File: config.mk
export PLATFORM = sky130hd
export DESIGN_NAME = mem_port_arbiter
export DESIGN_NICKNAME = d
export VERILOG_FILES = /design/src/rtl/mem_arb_pkg.sv /design/src/rtl/mem_arb_pick.sv /design/src/rtl/mem_port_arbiter.sv
export SDC_FILE = /design/constraint.sdc
export NUM_CORES = 1
export LEC_CHECK = 0
export BUFFER_PORTS_ARGS = -buffer_cell sky130_fd_sc_hd__buf_2
export CAP_MARGIN = 20
export CORE_ASPECT_RATIO = 1.75
export CORE_MARGIN = 4
export CORE_UTILIZATION = 45
export DETAILED_ROUTE_END_ITERATION = 16
export MAX_ROUTING_LAYER = met4
export PLACE_DENSITY = 0.79
export SETUP_SLACK_MARGIN = 0.15
export SYNTH_ARGS = -nofsm -noshare
export SYNTH_HDL_FRONTEND = slang
export SYNTH_HIERARCHICAL = 1
export SYNTH_SLANG_ARGS = --single-unit
File: constraint.sdc
create_clock -name clk -period 1.8 [get_ports clk]
set_input_delay 0.18 -clock clk [delete_from_list [all_inputs] [get_ports clk]]
set_output_delay 0.18 -clock clk [all_outputs]
set_load 0.02 [all_outputs]
File: src/rtl/mem_arb_pkg.sv
// -----------------------------------------------------------------------------
// mem_arb_pkg
//
// Shared definitions for the memory port arbiter.
//   state_e   : sequencer state (IDLE, ACCESS, DONE)
//   PORT_CPU  : index of the processor fetch/load-store port (0)
//   PORT_LDR  : index of the program loader/debug port (1)
//   AW_DEF    : default address width (256-entry memory)
//   DW_DEF    : default data width
// -----------------------------------------------------------------------------
package mem_arb_pkg;

    typedef enum logic [1:0] {
        IDLE   = 2'd0,
        ACCESS = 2'd1,
        DONE   = 2'd2
    } state_e;

    localparam logic PORT_CPU = 1'b0;
    localparam logic PORT_LDR = 1'b1;

    localparam int AW_DEF = 8;
    localparam int DW_DEF = 8;

endpackage

File: src/rtl/mem_arb_pick.sv
// -----------------------------------------------------------------------------
// mem_arb_pick
//
// Combinational winner select for the two memory ports.
//
// Configuration macro: MEM_ARB_RR_EN
//   defined   : round-robin; on a tie the port other than last_grant wins.
//   undefined : fixed priority; port 0 wins every tie, last_grant is ignored.
//
// Ports:
//   req[1:0]     in   pending requests, bit i = port i
//   last_grant   in   port granted most recently
//   grant_valid  out  at least one request is pending
//   grant        out  index of the winning port (meaningful when grant_valid)
// -----------------------------------------------------------------------------
module mem_arb_pick
    import mem_arb_pkg::*;
(
    input  logic [1:0] req,
    input  logic       last_grant,
    output logic       grant_valid,
    output logic       grant
);

    assign grant_valid = |req;

`ifdef MEM_ARB_RR_EN
    always_comb begin
        grant = PORT_CPU;
        if (req == 2'b11) begin
            grant = ~last_grant;
        end else if (req[1]) begin
            grant = PORT_LDR;
        end
    end
`else
    // last_grant is still wired in so both builds share one port list.
    logic unused_last_grant;
    assign unused_last_grant = last_grant;

    always_comb begin
        grant = PORT_CPU;
        if (!req[0] && req[1]) begin
            grant = PORT_LDR;
        end
    end
`endif

endmodule

File: src/rtl/mem_port_arbiter.sv
// -----------------------------------------------------------------------------
// mem_port_arbiter
//
// Two-requester arbiter/sequencer for a single-port memory with synchronous
// write and combinational read. Each access takes IDLE -> ACCESS -> DONE.
//
// Handshake: a port raises pN_req with pN_we/pN_addr/pN_wdata stable and
// keeps it high until pN_ack. A request sampled in IDLE is committed; pN_ack
// is a one-cycle pulse in DONE with pN_rdata valid, and requests are not
// sampled in DONE so the requester can drop or change req that cycle.
// A write returns the pre-write contents of the addressed word.
//
// Configuration macro: MEM_ARB_RR_EN (round-robin when defined, otherwise
// fixed priority with port 0 winning ties).
//
// Ports:
//   clk, rst_n                 clock, asynchronous active-low reset
//   p0_req/we/addr/wdata       processor port request
//   p1_req/we/addr/wdata       loader/debug port request
//   p0_ack, p1_ack             completion pulses
//   p0_rdata, p1_rdata         registered read data, held between accesses
//   mem_addr, mem_din, mem_we  memory controls (address/data registered)
//   mem_dout                   memory read data
//   busy                       high in ACCESS and DONE
//   owner                      current or most recent grant
// -----------------------------------------------------------------------------
module mem_port_arbiter
    import mem_arb_pkg::*;
#(
    parameter int AW = AW_DEF,
    parameter int DW = DW_DEF
) (
    input  logic          clk,
    input  logic          rst_n,
    input  logic          p0_req,
    input  logic          p0_we,
    input  logic [AW-1:0] p0_addr,
    input  logic [DW-1:0] p0_wdata,
    input  logic          p1_req,
    input  logic          p1_we,
    input  logic [AW-1:0] p1_addr,
    input  logic [DW-1:0] p1_wdata,
    output logic          p0_ack,
    output logic          p1_ack,
    output logic [DW-1:0] p0_rdata,
    output logic [DW-1:0] p1_rdata,
    output logic [AW-1:0] mem_addr,
    output logic [DW-1:0] mem_din,
    output logic          mem_we,
    input  logic [DW-1:0] mem_dout,
    output logic          busy,
    output logic          owner
);

    state_e        state_q, state_d;
    logic [AW-1:0] mem_addr_q, mem_addr_d;
    logic [DW-1:0] mem_din_q, mem_din_d;
    logic          we_q, we_d;
    logic          owner_q, owner_d;
    logic          last_grant_q, last_grant_d;
    logic          p0_ack_q, p0_ack_d;
    logic          p1_ack_q, p1_ack_d;
    logic [DW-1:0] p0_rdata_q, p0_rdata_d;
    logic [DW-1:0] p1_rdata_q, p1_rdata_d;

    logic          grant_valid;
    logic          grant;

    mem_arb_pick u_pick (
        .req         ({p1_req, p0_req}),
        .last_grant  (last_grant_q),
        .grant_valid (grant_valid),
        .grant       (grant)
    );

    // State register
    always_ff @(posedge clk or negedge rst_n) begin
        if (!rst_n) begin
            state_q <= IDLE;
        end else begin
            state_q <= state_d;
        end
    end

    // Next-state logic
    always_comb begin
        state_d = state_q;
        case (state_q)
            IDLE:    if (grant_valid) state_d = ACCESS;
            ACCESS:  state_d = DONE;
            DONE:    state_d = IDLE;
            default: state_d = IDLE;
        endcase
    end

    // Datapath registers
    always_ff @(posedge clk or negedge rst_n) begin
        if (!rst_n) begin
            mem_addr_q   <= '0;
            mem_din_q    <= '0;
            we_q         <= 1'b0;
            owner_q      <= PORT_CPU;
            last_grant_q <= PORT_LDR;  // so port 0 wins the first tie
            p0_ack_q     <= 1'b0;
            p1_ack_q     <= 1'b0;
            p0_rdata_q   <= '0;
            p1_rdata_q   <= '0;
        end else begin
            mem_addr_q   <= mem_addr_d;
            mem_din_q    <= mem_din_d;
            we_q         <= we_d;
            owner_q      <= owner_d;
            last_grant_q <= last_grant_d;
            p0_ack_q     <= p0_ack_d;
            p1_ack_q     <= p1_ack_d;
            p0_rdata_q   <= p0_rdata_d;
            p1_rdata_q   <= p1_rdata_d;
        end
    end

    always_comb begin
        mem_addr_d   = mem_addr_q;
        mem_din_d    = mem_din_q;
        we_d         = we_q;
        owner_d      = owner_q;
        last_grant_d = last_grant_q;
        p0_ack_d     = p0_ack_q;
        p1_ack_d     = p1_ack_q;
        p0_rdata_d   = p0_rdata_q;
        p1_rdata_d   = p1_rdata_q;
        case (state_q)
            IDLE: begin
                if (grant_valid) begin
                    mem_addr_d   = (grant == PORT_LDR) ? p1_addr  : p0_addr;
                    mem_din_d    = (grant == PORT_LDR) ? p1_wdata : p0_wdata;
                    we_d         = (grant == PORT_LDR) ? p1_we    : p0_we;
                    owner_d      = grant;
                    last_grant_d = grant;
                end
            end
            ACCESS: begin
                // mem_dout still shows the old word here, so a write
                // returns the pre-write contents.
                if (owner_q == PORT_LDR) begin
                    p1_ack_d   = 1'b1;
                    p1_rdata_d = mem_dout;
                end else begin
                    p0_ack_d   = 1'b1;
                    p0_rdata_d = mem_dout;
                end
            end
            DONE: begin
                p0_ack_d = 1'b0;
                p1_ack_d = 1'b0;
            end
            default: begin
                p0_ack_d = 1'b0;
                p1_ack_d = 1'b0;
            end
        endcase
    end

    // Outputs. mem_we is decoded from state so an asynchronous reset
    // drops it before the next edge and aborts the pending write.
    always_comb begin
        mem_we   = (state_q == ACCESS) && we_q;
        busy     = (state_q != IDLE);
        mem_addr = mem_addr_q;
        mem_din  = mem_din_q;
        owner    = owner_q;
        p0_ack   = p0_ack_q;
        p1_ack   = p1_ack_q;
        p0_rdata = p0_rdata_q;
        p1_rdata = p1_rdata_q;
    end

endmodule
# After elaboration in Yosys (flattened, before gate mapping)

Cells that the tools add are included.

Flip-flop bits (word level): 38
Input bits: 46
Output and inout port bits: 37
Word-level logic and storage cells: 36

Eq/ne operators: 4
Muxes and demuxes: 10
Bitwise operators: 2
Reductions and logical operators: 11

Operators with widths:

| kind                 | number |
|---|---|
| $mux W8              | 2 |
| $reduce_and A2 Y1    | 5 |
| $ne A2 B2 Y1 const B | 3 |
| $mux W1              | 4 |
| $pmux W1 S2          | 2 |
| $pmux W2 S2          | 1 |
| $eq A2 B1 Y1 const B | 1 |
| $logic_and A1 B1 Y1  | 2 |
| $logic_not A2 Y1     | 1 |
| $mux W2              | 1 |
| $not A1 Y1           | 2 |
| $reduce_bool A2 Y1   | 1 |
| $reduce_or A2 Y1     | 1 |
| $logic_not A1 Y1     | 1 |

# Longest topological paths before layout

Gate-level depths: netlist (run 1).

Depth after elaboration: 4
Mapped depth: 5
Gate-level depth less buffers: 3

# Hierarchy

The synthesis (run 1) kept the hierarchy.

Modules (own cells, without submodules):

| module           | instances | cells each | area each (µm²) | seq. area each (µm²) |
|---|---|---|---|---|
| mem_port_arbiter | 1         | 105        | 1,676.6         | 977.2 |
| mem_arb_pick     | 1         | 2          | 12.5            | 0.0 |

# Worst setup path before layout (run 1)

Ideal clock, no wire load.

Path kind: register to register
From: register owner_q, in the netlist owner
To: register p0_rdata_q[0], in the netlist p0_rdata[0]
Setup time: 0.125 ns
Data arrival time: 1.227 ns
Data required time: 1.675 ns
Path slack: 0.448 ns
Stages on the path, launching flop included: 3
Buffers on the path: 0
Clock period less this slack: 1.352 ns
Cells stage by stage: dfrtp_1 > nor3b_4 > mux2_2

Longest elaborated chain between the ends: 2

Ends and longest elaborated chain:

| what                        | RTL line                | source |
|---|---|---|
| from (decl)                 | mem_port_arbiter.sv:59  | `logic owner_q, owner_d;` |
| from (signal assigned)      | mem_port_arbiter.sv:112 | `owner_q <= owner_d;` |
| $not A1 Y1 (no line)        | n/a                     |  |
| $reduce_and A2 Y1 (no line) | n/a                     |  |
| to (signal assigned)        | mem_port_arbiter.sv:116 | `p0_rdata_q <= p0_rdata_d;` |
| to (decl)                   | mem_port_arbiter.sv:63  | `logic [DW-1:0] p0_rdata_q, p0_rdata_d;` |

Every way passes these cells.
A chain may end at the register's enable or synchronous reset.

# Worst setup path after layout (run 1)

From: register state_q[1]
To: register p0_rdata_q[0], in the netlist p0_rdata[0]

Longest elaborated chain between the ends: 2

Ends and longest elaborated chain:

| what                        | RTL line                | source |
|---|---|---|
| from (decl)                 | mem_port_arbiter.sv:55  | `state_e state_q, state_d;` |
| from (signal assigned)      | mem_port_arbiter.sv:81  | `state_q <= state_d;` |
| $eq A2 B1 Y1                | mem_port_arbiter.sv:131 | `case (state_q)` |
| $reduce_and A2 Y1 (no line) | n/a                     |  |

Every way passes these cells.

==> impl_summary.log, run 1 <==
[metrics] setup repair bufs after CTS: 0
[metrics] DP Wirelength: 2732 um
[metrics] CP max FO: 9
[metrics] Post-Synthesis Mean Instance Area: 15.73 um^2
[metrics] met3 WL: 361 um
[metrics] maximum number of pins on one net before global-route repair: 39
[metrics] last weighted congestion value of the routability-driven placer: 0.7415
[metrics] max-cap violations: 0
[metrics] achievable clock frequency: 694.6 MHz
[metrics] core region area: 3468 um^2
[metrics] unrepaired setup endpoints after global routing: no
[metrics] critical path class: register to register
[metrics] number of nets in the layout: 240
[metrics] critical path data arrival time: 1.61 ns
[metrics] Max rail drop VDD: 1.171 mV
[metrics] worst-case clock skew: 0.002622 ns
[metrics] final setup violation count: 0
[metrics] r2r startpoint: state_q[1]
[metrics] starting density of the core: 47.62%
[metrics] post-route fraction of the period consumed by the critical path: 79.98%
[metrics] post_cts resized: 0
[metrics] Met1 Routed Length: 1229 um
[metrics] Clock Root Buffer: sky130_fd_sc_hd__clkbuf_8
[metrics] post-synth design cell area: 1652 um^2
[metrics] number of hold-repair buffers added at the cts stage: 0
[metrics] power density relative to cell area: 1796 nW/um^2
[metrics] routed wire length: 3418 um
[metrics] overall die height: 88.14 um
[metrics] I/O pin count: 83
[metrics] synthesized instance count: 105
[metrics] cts bufs inserted: 5
[metrics] antenna fix cells: 0
[metrics] Warnings, synthesis: 6
[metrics] failing checks: negative hold slack
[metrics] DRC violation total after the first TritonRoute iteration: 10
[metrics] count of final hold-check violations: 38
[metrics] number of global-route vias before repair: 1239
[metrics] total nets after synthesis: 151
[metrics] input/output buffers: 82
[metrics] total die area: 4741 um^2
[metrics] max layer used: met4
[metrics] WL met2: 1751 um
[metrics] number of H-tree branching levels: 2
[metrics] startpoint of the most critical setup path: state_q[1]
[metrics] sum of negative setup slack: 0 ns
[metrics] global router's overall resource usage: 16.57%
[metrics] Std-Cell Rows: 28
[metrics] tightest slew margin relative to the limit: 46.52%
[metrics] leakage power total: 1.081 nW
[metrics] critical path required time: 1.97 ns
[metrics] share of the core filled with cells in the final layout: 63.64%
[metrics] critical path launch point type: register
[metrics] detailed-route wire length per cell: 14.24 um
[metrics] worst slew pin tran: 0.8022 ns
[metrics] DRC violation count after routing: 0
[metrics] CP endpoint kind: register
[metrics] path type of the worst min-delay path: input pin to asynchronous set/reset pin
[metrics] layout cells sized above 1: 75.90%
[metrics] layout overhead on the synthesized area: 33.64%
[metrics] number of antenna-violating nets in the routed design: 0
[metrics] insertion delay of the later-clocked pin in the worst-skew pair: 0.28 ns
[metrics] overall die width: 53.80 um
[metrics] result of the run: finished with violations
[metrics] clock tree from TritonCTS: done
[metrics] antenna violations before repair: 0
[metrics] vias per cell: 4.863
[metrics] Post-Route Hold Slack: -0.02286 ns
[metrics] routed vias: 1167
[metrics] first-pass GRT wire length: 5499 um
[metrics] number of sinks handled by clock tree synthesis: 38
[metrics] global route total overflow: 0
[metrics] shortest period the worst path allows: 1.440 ns
[metrics] maximum count of clock buffers along a single path: 2
[metrics] post-CTS clock slew at the launch and capture registers of the worst setup and hold paths: 0.07 ns
[metrics] number of slew-limit violations in the final report: 0
[metrics] length of the first detailed-routing pass in iterations: 4
[layout make-up]
| type | count | area, um^2 |
|---|---|---|
| sequential | 38 | 950.9 |
| fill | 257 | 1261 |
| clock inverter | 1 | 5.005 |
| inverter | 2 | 7.507 |
| timing repair buffer | 86 | 440.4 |
| clock buffer | 7 | 86.33 |
| tap | 45 | 56.30 |
| multi-input combinational | 61 | 660.6 |
[where the power goes]
part	total (mW)	switching [mW]	internal, mW
registers	1.53	0.237	1.29
logic	1.86	1.00	0.857
clock network	0.581	0.272	0.308
[worst paths after layout]
kind,end,slack (ns),depth (start not counted)
setup / recovery,p0_rdata[0],0.36,2
hold / removal,mem_addr[2],-0.02,1
setup reg to reg,p0_rdata[0],0.36,2
hold reg to reg,p0_ack,0.49,1
max in group asynchronous,mem_din[7],1.31,1
min in group clk,p1_rdata[0],0.14,2
[critical path, cell delays in order, from the launching register on]
cell and delay (ns):
sky130_fd_sc_hd__dfrtp_1 0.47, sky130_fd_sc_hd__nor3b_4 0.47, sky130_fd_sc_hd__mux2_2 0.39
[state kept, by name, summed over array words and instances (netlist names)]
| register | count |
|---|---|
| owner | 1 |
| p1_ack | 1 |
| we_q | 1 |
| p1_rdata | 8 |
| state_q | 2 |
| p0_ack | 1 |
| mem_din | 8 |
| p0_rdata | 8 |
| mem_addr | 8 |
[metrics by stage]
stage / worst slack, ns / std cells / instance area [um^2] / power [mW] / hold slack [ns]
floorplan: 0.4477 / 105 / 1652 / 2.773 / -0.1156
global placement: 0.3999 / 232 / 2116 / 3.360 / 0.2995
detailed placement: 0.3533 / 232 / 2116 / 3.431 / 0.3159
CTS: 0.3391 / 240 / 2207 / 4.032 / 0.002362
global route: 0.2643 / 240 / 2207 / 4.223 / 0.04134
finish: 0.3603 / 240 / 2207 / 3.964 / -0.02286
[layout by cell type, fill, tap and decap left out, drive strengths merged]
cell type   n
a21o        1
and2        1
buf        86
clkbuf      7
clkinv      1
dfrtp      38
inv         2
mux2       51
nand3b      1
nor2b       2
nor3b       2
o21ai       1
or2         2
[metal layers]
layer / GRT usage, % / up-vias
met4: 7.674 / 0
li1: - / 545
met3: 5.281 / 7
met1: 18.30 / 551
met2: 26.38 / 64
met5: - / -
Power figures use the tool's default switching activity.
==> inputs of run 2 (changes only) <==
- CORE_UTILIZATION: 45 -> 41
- PLACE_DENSITY: 0.79 -> 0.75
- clock period: 1.8 -> 1.25 ns (I/O delays scaled with it)
==> run 2 against run 1 <==
  * The flow finishes with violations (negative setup slack)
  * Hold slack improved by 0.10 ns
  * Via count rose by 2.5%
  * Sequential share of layout area is 3.6 points lower
  * Flip-flop and latch count is the same
  * Core utilization down 1.2 points
==> impl_summary.log, run 2 (same netlist as run 1, synthesis figures left out) <==
[metrics] DP Wirelength: 2943 um (+7.7%)
[metrics] achievable clock frequency: 726.6 MHz (+4.6%)
[metrics] insertion delay of the later-clocked pin in the worst-skew pair: 0.29 ns (about the same)
[metrics] detailed-route wire length per cell: 15.12 um (+6.2%)
[metrics] maximum number of pins on one net before global-route repair: 17 (-56%)
[metrics] fraction of power consumed by combinational cells: 51.6% (+4.7 points)
[metrics] number of H-tree branching levels: 2 (unchanged)
[metrics] max-cap violations: 0 (unchanged)
[metrics] path type of the worst min-delay path: input pin to register
[metrics] number of slew-limit violations in the final report: 0 (unchanged)
[metrics] Max rail drop VDD: 1.566 mV (+34%)
[metrics] worst slew pin tran: 0.3196 ns (-0.4826 ns)
[metrics] global route total overflow: 0 (unchanged)
[metrics] Placed Cells incl. Taps: 242 (+4.3%)
[metrics] last weighted congestion value of the routability-driven placer: 0.7329 (-1.2%)
[metrics] shortest period the worst path allows: 1.376 ns (-0.06342 ns)
[metrics] CP max FO: 10 (+1)
[metrics] CP endpoint kind: register
[metrics] first-pass GRT wire length: 6334 um (+15%)
[metrics] number of sinks handled by clock tree synthesis: 38 (unchanged)
[metrics] net switching component of the power: 2.370 mW (+57%)
[metrics] result of the run: finished with violations
[metrics] critical path required time: 1.43 ns (-0.54 ns)
[metrics] overall die height: 91.96 um (+4.3%)
[metrics] part of the power in the clock network: 13.4% (-1.2 points)
[metrics] core region area: 3866 um^2 (+11%)
[metrics] final setup violation count: 36 (+36)
[metrics] non-filler instance count after layout: 253 (+5.4%)
[metrics] global router's overall resource usage: 16.57% (about the same)
[metrics] cell-internal power: 4.015 mW (+64%)
[metrics] share of power burned in registers: 35.0% (-3.5 points)
[metrics] DRC violation total after the first TritonRoute iteration: 11 (+1)
[metrics] post-CTS clock slew at the launch and capture registers of the worst setup and hold paths: 0.07 ns (about the same)
[metrics] clock tree from TritonCTS: done
[metrics] input/output buffers: 82 (unchanged)
[metrics] leakage power total: 1.204 nW (+11%)
[metrics] worst-case clock skew: 0.008558 ns (+0.005936 ns)
[metrics] routed vias: 1196 (+2.5%)
[metrics] Post-Route Hold Slack: 0.07793 ns (+0.1008 ns)
[metrics] routed wire length: 3825 um (+12%)
[metrics] power density relative to cell area: 2647 nW/um^2 (+47%)
[metrics] layout overhead on the synthesized area: 46.06%
[metrics] Clock Root Buffer: sky130_fd_sc_hd__clkbuf_8
[metrics] critical path data arrival time: 1.55 ns (-0.06 ns)
[metrics] number of nets in the layout: 250 (+4.2%)
[metrics] unrepaired setup endpoints after global routing: yes
[metrics] final worst slack: -0.1263 ns (-0.4866 ns)
[metrics] vias per cell: 4.727 (-2.8%)
[metrics] commonest non-fill, non-tap cells in the layout: 79 x sky130_fd_sc_hd__buf_2, 36 x sky130_fd_sc_hd__mux2_2, 36 x sky130_fd_sc_hd__dfrtp_1
[metrics] I/O pin count: 83 (unchanged)
[metrics] count of final hold-check violations: 0 (-100%)
[metrics] Place WS: -0.1448 ns (-0.4981 ns)
[metrics] number of global-route vias before repair: 1312 (+5.9%)
[metrics] starting density of the core: 42.72% (-4.9 points)
[metrics] antenna fix cells: 0 (unchanged)
[metrics] number of antenna-violating nets in the routed design: 0 (unchanged)
[metrics] DRC violation count after routing: 0 (unchanged)
[metrics] cts bufs inserted: 5 (unchanged)
[metrics] critical path class: register to register
[metrics] post-route fraction of the period consumed by the critical path: 110.1% (+30 points)
[metrics] antenna violations before repair: 0 (unchanged)
[metrics] critical path launch point type: register
[metrics] maximum count of clock buffers along a single path: 2 (unchanged)
[metrics] tightest slew margin relative to the limit: 78.69% (+32 points)
[metrics] Std-Cell Rows: 30 (+7.1%)
[metrics] failing checks: negative setup slack
[metrics] length of the first detailed-routing pass in iterations: 2 (-2)
[metrics] layout cells sized above 1: 78.54% (+2.6 points)
[metrics] switching part of the total power: 37.12% (-0.97 points)
[metrics] commonest non-fill, non-tap cell in the layout: sky130_fd_sc_hd__buf_2
[metrics] total die area: 5147 um^2 (+8.6%)
[metrics] overall die width: 55.98 um (+4.1%)
## run 2: worst max-delay path: stages, from the launching register on
cell and delay [ns]:
sky130_fd_sc_hd__dfrtp_2 0.47, sky130_fd_sc_hd__nor3b_4 0.25, sky130_fd_sc_hd__buf_6 0.20, sky130_fd_sc_hd__mux2_2 0.34
## run 2: path summary, 6_finish.rpt
path                                   from           to  slack (ns)  depth (start not counted)
min in group asynchronous             rst_n  mem_addr[5]        0.26                          2
worst min-delay path            mem_dout[6]  p0_rdata[6]        0.08                          2
max in group asynchronous             rst_n  p0_rdata[2]        0.48                          3
worst min register to register  mem_addr[6]  mem_addr[6]        0.50                          1
worst max register to register   state_q[1]   mem_din[0]       -0.13                          3
worst max-delay path             state_q[1]   mem_din[0]       -0.13                          3
## run 2: final cells by class
type	count	area [um^2]
sequential	38	953.4
clock buffer	7	86.33
fill	313	1454
inverter	2	7.507
multi-input combinational	61	735.7
tap	48	60.06
timing repair buffer	96	564.3
clock inverter	1	5.005
## run 2: per-layer routing
metal / global-route usage, % / vias to the layer above / wire (um)
met5: - / - / 0
met3: 5.915 / 9 / 319
met2: 27.34 / 54 / 2007
met4: 7.327 / 0 / 92
li1: - / 570 / -
met1: 17.66 / 563 / 1406
## run 2: timing repair
action / in CTS / in global routing
endpoints found under the hold margin: 13 / 0
hold buffers: 1 / 0
buffers inserted: 2 / 0
pin swaps: 1 / 1
setup endpoints to repair: 37 / 38
gates resized for setup: 26 / 5
## run 2: metrics by stage
step / util (%) / total power [mW] / cell area, um^2 / TNS, ns
after global placement: 56.54 / 5.007 / 2186 / -1.231
after CTS: 61.91 / 6.369 / 2394 / -3.349
after global routing: 62.39 / 6.754 / 2412 / -4.897
after detailed placement: 56.54 / 5.127 / 2186 / -2.754
after floorplan: - / 4.016 / 1658 / -0.7661
final: 62.39 / 6.384 / 2412 / -3.222
## run 2: power groups by stage
stage	Clock [mW]	Sequential, mW	Combinational (mW)
finish	0.854	2.24	3.29
global placement	0	2.18	2.83
floorplan	0	2.92	1.09
global route	0.940	2.32	3.50
detailed placement	0	2.22	2.91
CTS	0.876	2.24	3.26
